--- src/rtl/periph_pkg.sv ---
// Shared peripheral address map, FSM state type and address-decode helper
// for the peripheral bus arbiter.
package periph_pkg;

    localparam logic [31:0] ADDR_TH      = 32'h4000_0000;
    localparam logic [31:0] ADDR_CTRL    = 32'h4000_0004;
    localparam logic [31:0] ADDR_STAT    = 32'h4000_0008;
    localparam logic [31:0] ADDR_DATA    = 32'h4000_000C;
    localparam logic [31:0] ADDR_IRQ     = 32'h4000_0010;
    localparam logic [31:0] ADDR_SYSTICK = 32'h4000_0014;

    typedef enum logic [1:0] {
        ST_IDLE   = 2'd0,
        ST_ACCESS = 2'd1,
        ST_DONE   = 2'd2
    } state_e;

    // Only word-aligned registers inside the TH..SYSTICK window decode.
    function automatic logic addr_legal(input logic [31:0] a);
        return (a >= ADDR_TH) && (a <= ADDR_SYSTICK) && (a[1:0] == 2'b00);
    endfunction

endpackage

--- src/rtl/periph_bus_arbiter_if.sv ---
// Two-master request/response bus plus the single peripheral port.
// Index i of every per-master vector belongs to master i.
interface periph_bus_arbiter_if;

    logic [1:0]       m_req;
    logic [1:0]       m_we;
    logic [1:0][31:0] m_addr;
    logic [1:0][31:0] m_wdata;
    logic [1:0]       m_gnt;
    logic [1:0]       m_done;
    logic [1:0]       m_err;
    logic [1:0][31:0] m_rdata;

    logic             s_read;
    logic             s_write;
    logic [31:0]      s_addr;
    logic [31:0]      s_wdata;
    logic [31:0]      s_rdata;

    modport slave (
        input  m_req, m_we, m_addr, m_wdata, s_rdata,
        output m_gnt, m_done, m_err, m_rdata, s_read, s_write, s_addr, s_wdata
    );

    modport master (
        output m_req, m_we, m_addr, m_wdata, s_rdata,
        input  m_gnt, m_done, m_err, m_rdata, s_read, s_write, s_addr, s_wdata
    );

endinterface

--- src/rtl/arb_pick.sv ---
// Combinational two-way winner selection; on contention the master that
// was not served last wins.
module arb_pick (
    input  logic [1:0] req_i,
    input  logic       last_i,
    output logic [1:0] gnt_o
);

    always_comb begin
        gnt_o = req_i;
        if (req_i == 2'b11) gnt_o = last_i ? 2'b01 : 2'b10;
    end

endmodule

--- src/rtl/periph_bus_arbiter.sv ---
// Two-master peripheral bus arbiter: IDLE -> ACCESS -> DONE, one cycle each.
// Define PERIPH_ARB_RR_EN for round-robin contention; default is master0 priority.
module periph_bus_arbiter
    import periph_pkg::*;
(
    input logic               clk,
    input logic               reset,
    periph_bus_arbiter_if.slave bus
);

    state_e           state_q;
    logic [1:0]       gnt_q;
    logic [1:0]       done_q;
    logic [1:0]       err_q;
    logic [1:0][31:0] rdata_q;
    logic             s_read_q;
    logic             s_write_q;
    logic [31:0]      s_addr_q;
    logic [31:0]      s_wdata_q;
    logic             win_q;
    logic             we_q;
    logic             legal_q;

    logic [1:0]       pick_d;
    logic             win_d;
    logic             legal_d;
    logic             last_srv;

`ifdef PERIPH_ARB_RR_EN
    logic last_q;
    assign last_srv = last_q;
`else
    // Pretending master1 was always served last gives master0 fixed priority.
    assign last_srv = 1'b1;
`endif

    arb_pick u_pick (
        .req_i  (bus.m_req),
        .last_i (last_srv),
        .gnt_o  (pick_d)
    );

    assign win_d   = pick_d[1];
    assign legal_d = addr_legal(bus.m_addr[win_d]);

    always_ff @(posedge clk or posedge reset) begin
        if (reset) begin
            state_q   <= ST_IDLE;
            gnt_q     <= '0;
            done_q    <= '0;
            err_q     <= '0;
            rdata_q   <= '0;
            s_read_q  <= 1'b0;
            s_write_q <= 1'b0;
            s_addr_q  <= '0;
            s_wdata_q <= '0;
            win_q     <= 1'b0;
            we_q      <= 1'b0;
            legal_q   <= 1'b0;
`ifdef PERIPH_ARB_RR_EN
            last_q    <= 1'b1;
`endif
        end else begin
            gnt_q  <= '0;
            done_q <= '0;
            case (state_q)
                ST_IDLE: begin
                    if (|bus.m_req) begin
                        state_q   <= ST_ACCESS;
                        gnt_q     <= pick_d;
                        win_q     <= win_d;
                        we_q      <= bus.m_we[win_d];
                        legal_q   <= legal_d;
                        s_addr_q  <= bus.m_addr[win_d];
                        s_wdata_q <= bus.m_wdata[win_d];
                        s_read_q  <= legal_d & ~bus.m_we[win_d];
                        s_write_q <= legal_d &  bus.m_we[win_d];
`ifdef PERIPH_ARB_RR_EN
                        last_q    <= win_d;
`endif
                    end
                end
                ST_ACCESS: begin
                    // Peripheral read data is combinational, so it is valid at this edge.
                    state_q         <= ST_DONE;
                    s_read_q        <= 1'b0;
                    s_write_q       <= 1'b0;
                    s_addr_q        <= '0;
                    s_wdata_q       <= '0;
                    done_q[win_q]   <= 1'b1;
                    err_q[win_q]    <= ~legal_q;
                    rdata_q[win_q]  <= (legal_q && !we_q) ? bus.s_rdata : 32'h0;
                end
                ST_DONE: state_q <= ST_IDLE;
                default: state_q <= ST_IDLE;
            endcase
        end
    end

    assign bus.m_gnt   = gnt_q;
    assign bus.m_done  = done_q;
    assign bus.m_err   = err_q;
    assign bus.m_rdata = rdata_q;
    assign bus.s_read  = s_read_q;
    assign bus.s_write = s_write_q;
    assign bus.s_addr  = s_addr_q;
    assign bus.s_wdata = s_wdata_q;

endmodule

--- src/flat_wrapper.sv ---
// flat-port wrapper written by rule: the top's interface ports become plain ports
module periph_bus_arbiter_flat import periph_pkg::*;
  (clk, reset, bus_m_req, bus_m_we, bus_m_addr, bus_m_wdata, bus_s_rdata, bus_m_gnt, bus_m_done, bus_m_err, bus_m_rdata, bus_s_read, bus_s_write, bus_s_addr, bus_s_wdata);
  periph_bus_arbiter_if bus_i ();
  input logic clk;
  input logic reset;
  input wire logic [$bits(bus_i.m_req)-1:0] bus_m_req;
  input wire logic [$bits(bus_i.m_we)-1:0] bus_m_we;
  input wire logic [$bits(bus_i.m_addr)-1:0] bus_m_addr;
  input wire logic [$bits(bus_i.m_wdata)-1:0] bus_m_wdata;
  input wire logic [$bits(bus_i.s_rdata)-1:0] bus_s_rdata;
  output wire logic [$bits(bus_i.m_gnt)-1:0] bus_m_gnt;
  output wire logic [$bits(bus_i.m_done)-1:0] bus_m_done;
  output wire logic [$bits(bus_i.m_err)-1:0] bus_m_err;
  output wire logic [$bits(bus_i.m_rdata)-1:0] bus_m_rdata;
  output wire logic [$bits(bus_i.s_read)-1:0] bus_s_read;
  output wire logic [$bits(bus_i.s_write)-1:0] bus_s_write;
  output wire logic [$bits(bus_i.s_addr)-1:0] bus_s_addr;
  output wire logic [$bits(bus_i.s_wdata)-1:0] bus_s_wdata;
  assign bus_i.m_req = bus_m_req;
  assign bus_i.m_we = bus_m_we;
  assign bus_i.m_addr = bus_m_addr;
  assign bus_i.m_wdata = bus_m_wdata;
  assign bus_i.s_rdata = bus_s_rdata;
  assign bus_m_gnt = bus_i.m_gnt;
  assign bus_m_done = bus_i.m_done;
  assign bus_m_err = bus_i.m_err;
  assign bus_m_rdata = bus_i.m_rdata;
  assign bus_s_read = bus_i.s_read;
  assign bus_s_write = bus_i.s_write;
  assign bus_s_addr = bus_i.s_addr;
  assign bus_s_wdata = bus_i.s_wdata;
  periph_bus_arbiter u_core (.clk(clk), .reset(reset), .bus(bus_i));
endmodule
--- config.mk ---
export PLATFORM = sky130hd
export DESIGN_NAME = periph_bus_arbiter_flat
export DESIGN_NICKNAME = d
export VERILOG_FILES = /design/src/rtl/periph_pkg.sv /design/src/rtl/periph_bus_arbiter_if.sv /design/src/rtl/arb_pick.sv /design/src/rtl/periph_bus_arbiter.sv /design/src/flat_wrapper.sv
export SDC_FILE = /design/constraint.sdc
export NUM_CORES = 1
export LEC_CHECK = 0
export CORE_AREA = 3 3 122 124
export CTS_CLUSTER_DIAMETER = 40
export DETAILED_ROUTE_END_ITERATION = 12
export DIE_AREA = 0 0 125 127
export PLACE_DENSITY = 0.94
export SYNTH_ARGS = -nofsm -noshare
export SYNTH_HDL_FRONTEND = slang
export SYNTH_SLANG_ARGS = --single-unit
--- constraint.sdc ---
create_clock -name clk -period 7.59 [get_ports clk]
set_clock_uncertainty 0.05 [all_clocks]
set_input_delay 1.1385 -clock clk [delete_from_list [all_inputs] [get_ports clk]]
set_output_delay 1.1385 -clock clk [all_outputs]
set_load 0.03 [all_outputs]
Yosys cells after proc, flatten, opt, wreduce, memory -nomap -nowiden
Index checks and enable logic that the tools add are counted.
Widths: inputs -> output; s select.
- register bits after elaboration: 141
- input bits: 166
- output and inout port bits: 136
- logic and storage cells: 63
- $lt $le $gt $ge: 5
- eq/ne operators: 3
- mux-type cells: 27
- bitwise logic cells: 4
- reductions and logical operators: 11
- operators with widths (operator ; number):
    $mux 32 ; 8
    $pmux 32 s2 ; 2
    $bwmux 64 ; 1
    $demux 32 s1 ; 1
    $ge 32x31->1 const B ; 1
    $le 32x31->1 const B ; 1
    $mux 2 ; 5
    $mux 1 ; 5
    $logic_and 1x1->1 ; 4
    $logic_not 2->1 ; 2
    $lt 1x2->1 const B ; 2
    $pmux 1 s2 ; 2
    $pmux 2 s2 ; 1
    $reduce_and 2->1 ; 2
    $and 1x1->1 ; 2
    $bwmux 2 ; 1
    $eq 2x1->1 const B ; 1
    $eq 2x2->1 const B ; 1
    $ne 2x1->1 const B ; 1
    $not 1->1 ; 2
    $reduce_bool 2->1 ; 1
    $reduce_or 2->1 ; 1
    $demux 1 s1 ; 1
    $ge 1x1->1 const B ; 1
    $logic_not 1->1 ; 1

Depth between registers and ports, before layout
- depth in word-level cells: 10
- depth in mapped cells: 7
- depth with buffers taken out: 5

Cells and area by module
A second synthesis with hierarchy kept.
- cell total of the unflattened synthesis: 598
- area, all modules: 6100.9 sq um
- by module, submodules not included (module ; instances ; cells an instance ; area each (sq um) ; sequential area each (sq um)):
    periph_bus_arbiter ; 1 ; 595 ; 6082.1 ; 3528.4
    arb_pick ; 1 ; 3 ; 18.8 ; 0.0

Worst setup path after synthesis
OpenSTA, ideal clock, no wires.
- kind: in2reg
- start: in bus_m_addr[29]
- end: reg u_core.s_read_q (netlist: u_core.bus.s_read)
- setup time: 0.095 ns
- arrival: 1.965 ns
- required time: 7.445 ns
- setup slack: 5.480 ns
- stages on the path: 4
- buffers on the path: 0
- path through: nor4b_1 nand4_1 o22a_1 o31ai_1
- word-level cells in the longest chain between the ends: 8
- elaborated cells on any way between the ends: 9
- classes of those cells: order compare (2); mux (4); bitwise (1); reduce/logical (2)
- RTL lines (what ; line ; RTL):
    from (decl) ; flat_wrapper.sv:9 ; input wire logic [$bits(bus_i.m_addr)-1:0] bus_m_addr;
    $mux 32 (not written as such) * (2 in series) ; periph_bus_arbiter.sv:44 ; assign legal_d = addr_legal(bus.m_addr[win_d]);
    $ge 32x31->1 / $le 32x31->1 (equally long branches) ; periph_pkg.sv:20 ; return (a >= ADDR_TH) && (a <= ADDR_SYSTICK) && (a[1:0] == 2'b00);
    $logic_and 1x1->1 * (2 in series) ; periph_pkg.sv:20 ;
    $and 1x1->1 * ; periph_bus_arbiter.sv:76 ; s_read_q <= legal_d & ~bus.m_we[win_d];
    $mux 1 * ; periph_bus_arbiter.sv:68 ; if (|bus.m_req) begin
    $pmux 1 s2 * ; periph_bus_arbiter.sv:66 ; case (state_q)
    to (signal assigned) ; periph_bus_arbiter.sv:76 ;
    to (decl) ; periph_bus_arbiter.sv:16 ; logic s_read_q;
Mark *: on every way between the ends. The rest lies on a longest branch, timed or not. The select of a mux whose other input is x is not followed.
A chain may end at the register's enable or synchronous reset.

Worst setup path in the final report
- start: in bus_m_req[1]
- end: reg u_core.s_read_q (netlist: u_core.bus.s_read)
- word-level cells in the longest chain between the ends: 10
- elaborated cells on any way between the ends: 18
- classes of those cells: order compare (2); eq/ne (2); mux (7); bitwise (2); reduce/logical (5)
- RTL lines (what ; line ; RTL):
    from (decl) ; flat_wrapper.sv:7 ; input wire logic [$bits(bus_i.m_req)-1:0] bus_m_req;
    $eq 2x2->1 ; arb_pick.sv:11 ; if (req_i == 2'b11) gnt_o = last_i ? 2'b01 : 2'b10;
    $mux 2 ; arb_pick.sv:11 ;
    $mux 32 (not written as such) (2 in series) ; periph_bus_arbiter.sv:44 ;
    $ge 32x31->1 / $le 32x31->1 (equally long branches) ; periph_pkg.sv:20 ;
    $logic_and 1x1->1 (2 in series) ; periph_pkg.sv:20 ;
    $and 1x1->1 ; periph_bus_arbiter.sv:76 ;
    $mux 1 ; periph_bus_arbiter.sv:68 ;
    $pmux 1 s2 ; periph_bus_arbiter.sv:66 ;
Several ways; a longest one is shown, not always the timed one. The select of a mux whose other input is x is not followed.

==> results.yml <==
status:
  outcome: "finished, final reports clean"
clock_tree:
  root_buffer: "clkbuf_16"
  clk_pin_slew_worst_paths_ns: 0.06
  ctsHoldBuffers: 0
  clk_latency_ns: 0.40
  cts_resized: 0
  clockBufferDepth: 2
  tritoncts: "yes"
  post_cts_buffers: 0
  cts_inserted_buffers: 17
  htreeDepth: 4
  clkSinkCount: 141
yosys:
  synth_cell_types: 24
  syn_area_mm2: 0.005914
  synth_edf_count: 0
  synthArstFlopShare_pct: 100.0
  yosys_most_used_dff: "dfrtp_1"
  ys_seq_area_share_pct: 59.66
  syn-instance-count: 597
  avgSynthCellArea_um2: 9.907
  synth_seq_cells: 141
  yosysWarnings: 0
  synth_nets: 763
global_route:
  grt_max_degree: 75
  grt_usage_pct: 23.37
  antenna_found_initial: 0
  grt_pass1_vias: 5647
  grt_pass1_wl_mm: 29.61
  grt-ovfl-total: 0
floorplanning:
  start_util_pct: 42.61
  pin_count: 302
  die_x_um: 125
  dieHeight_um: 127
  die_area_mm2: 0.01588
  std_cell_rows: 43
  core_mm2: 0.01388
critical_path:
  worstPathRequired_ns: 7.85
  end_kind: "flop"
  crit_start: "bus_m_req[1]"
  cpMaxStageDelayCell: "nor2b_2"
  crit_chain: "clkdlybuf4s50_1, nor2b_2, nand4_1, o22a_1, o31ai_1"
  r2r-start: "u_core.state_q[1]$_DFFE_PP0P_"
  crit_fanout: 17
  r2r_slack_ns: 5.62
  cp_slowest_stage_delay_ns: 0.95
  crit_arrival_ns: 3.33
  crit_type: "in2reg"
  start_kind: "input pin"
routing:
  drt_iter0_markers: 312
  firstDrtPassIters: 5
  vias: 5726
  post_drt_wl_per_cell_um: 17.55
  ant_nets: 0
  drt_wl_total_mm: 18.71
  drc: 0
  vias_per_cell: 5.371
finish:
  layout.nets: 1039
  n_antenna_cell: 0
  drive_above_1_share_pct: 5.192
  areaGrowthSynthToFinish_pct: 62.43
  final_cells: 1066
  fillers: 1021
power:
  internal-power_mw: 2.001
  power_mw: 3.291
  pwr-share-clk_pct: 25.9
  pwr-share-comb_pct: 41.9
  powerDensity_mw_per_mm2: 342.6
  p_leak_nw: 4.000
  p_switching_mw: 1.290
  pwr-share-seq_pct: 32.1
  swShare_pct: 39.19
  ir_worst_vdd_uv: 328.7
placed_design:
  post-dp-hpwl_mm: 13.95
  place_ws_ns: 4.109
  port_buffers: 301
  gp_congestion: 0.8245
  dp_cells: 1034
sta:
  max_freq_mhz: 326.0
  slew_violations: 0
  setup-violations-final: 0
  fin_crit_ns: 3.067
  slew_headroom_pct: 22.91
  fin_hold_ws_ns: 0.4165
  hold_viol: 0
  period_share_pct: 40.41
  tightest_slew_ns: 1.151
  setup_tns_ns: 0
  setup_ws_ns: 4.523
  rsz0062_at_grt: "false"
min_path:
  hold_path.class: "reg2reg"
  min-delay-start: "u_core.state_q[1]$_DFFE_PP0P_"
run:
  maxCapViolCount: 0
-- metrics by stage --
step           instance area [um^2]  util [%]
2_1_floorplan                  5914         -
3_3_place_gp                   8991     64.77
3_5_place_dp                   8991     64.77
4_1_cts                        9607     69.21
5_1_grt                        9607     69.21
6_report                       9607     69.21
-- worst paths after layout --
path | to | depth (start not counted)
worst max-delay path | u_core.bus.s_read$_DFFE_PP0P_ | 5
worst min-delay path | u_core.bus.m_gnt[1]$_DFF_PP0_ | 1
worst max register to register | u_core.bus.m_rdata[43]$_DFFE_PP0P_ | 5
worst min register to register | u_core.bus.m_gnt[1]$_DFF_PP0_ | 1
max in group asynchronous | u_core.bus.s_wdata[2]$_DFFE_PP0P_ | 3
min in group asynchronous | u_core.bus.s_addr[27]$_DFFE_PP0P_ | 2
-- power groups by stage --
| stage | Combinational (mW) | Clock [mW] | Sequential, mW |
|---|---|---|---|
| finish | 1.38 | 0.854 | 1.06 |
| global route | 1.48 | 0.902 | 1.08 |
| CTS | 1.40 | 0.870 | 1.06 |
| detailed placement | 1.39 | 0 | 1.07 |
| global placement | 1.37 | 0 | 1.06 |
| floorplan | 0.423 | 0 | 1.43 |
-- registers in the layout, indices dropped and copies added (netlist names) --
register            cells
u_core.bus.m_err        2
u_core.bus.s_wdata     32
u_core.bus.s_read       1
u_core.we_q             1
u_core.bus.m_done       2
u_core.bus.s_addr      32
u_core.state_q          2
u_core.bus.m_rdata     64
u_core.bus.m_gnt        2
u_core.bus.s_write      1
u_core.win_q            1
u_core.legal_q          1
-- synthesized netlist by cell type (3+ instances only) --
| library cell | instances | area (um^2) |
|---|---|---|
| buf_4 | 5 | 37.54 |
| nand2_1 | 102 | 382.9 |
| o21ai_0 | 131 | 655.6 |
| nand2b_1 | 3 | 18.77 |
| clkbuf_1 | 17 | 63.81 |
| o22ai_1 | 32 | 200.2 |
| nand4_1 | 4 | 25.02 |
| buf_2 | 22 | 110.1 |
| dfrtp_1 | 141 | 3528 |
| buf_1 | 6 | 22.52 |
| mux2i_1 | 33 | 330.3 |
| nand3_1 | 66 | 330.3 |
| nor4_1 | 12 | 75.07 |
| inv_1 | 8 | 30.03 |
-- worst max-delay path, delay by kind of cell --
family	cells	cell delay (ns)
AOI/OAI and AO/OA	2	0.49
and+or+nand+nor	2	1.13
buffers and inverters	1	0.56
-- cells in the final DEF, fill, tap and decap left out --
master,instances
nand2b_2,3
clkinvlp_4,3
dfrtp_1,141
clkinv_4,2
nand2_2,1
o22a_1,1
nor4_1,12
a211oi_1,2
clkinv_2,3
mux2i_1,33
buf_4,6
clkdlybuf4s50_1,301
o31ai_1,2
o21ai_4,1
nand4_1,4
inv_6,3
inv_1,7
nand2_1,101
o21ai_1,2
clkbuf_16,17
bufinv_16,3
nor2b_2,2
nor4b_1,2
a21o_1,1
o21ai_0,131
o22ai_1,32
clkbuf_8,2
nand3_1,66
nor3_1,1
nor2_1,1
-- final cells by class --
type	count	area, um^2	area share, %
clock buffers	19	452.9	4.715
well taps	180	225.2	2.344
repair buffers	307	3058	31.83
multi-input cells	398	2145	22.32
clock inverters	13	162.7	1.693
inverters	8	35.03	0.3647
flip-flops and latches	141	3528	36.73
-- per-layer routing --
layer | vias up | GRT usage, % | part of all wire, %
met5 | - | 0 | 0
met4 | 0 | 8.737 | 2.8
met3 | 44 | 5.727 | 7.2
met2 | 282 | 40.68 | 51
met1 | 2728 | 28.32 | 39
li1 | 2672 | - | -
-- kinds of logic after synthesis --
kind of cell	synth area share (%)
simple gates	14.72
compound gates	15.57
flops	59.66
buf+inv	4.464
mux	5.585
(Power assumes the default switching activity.)
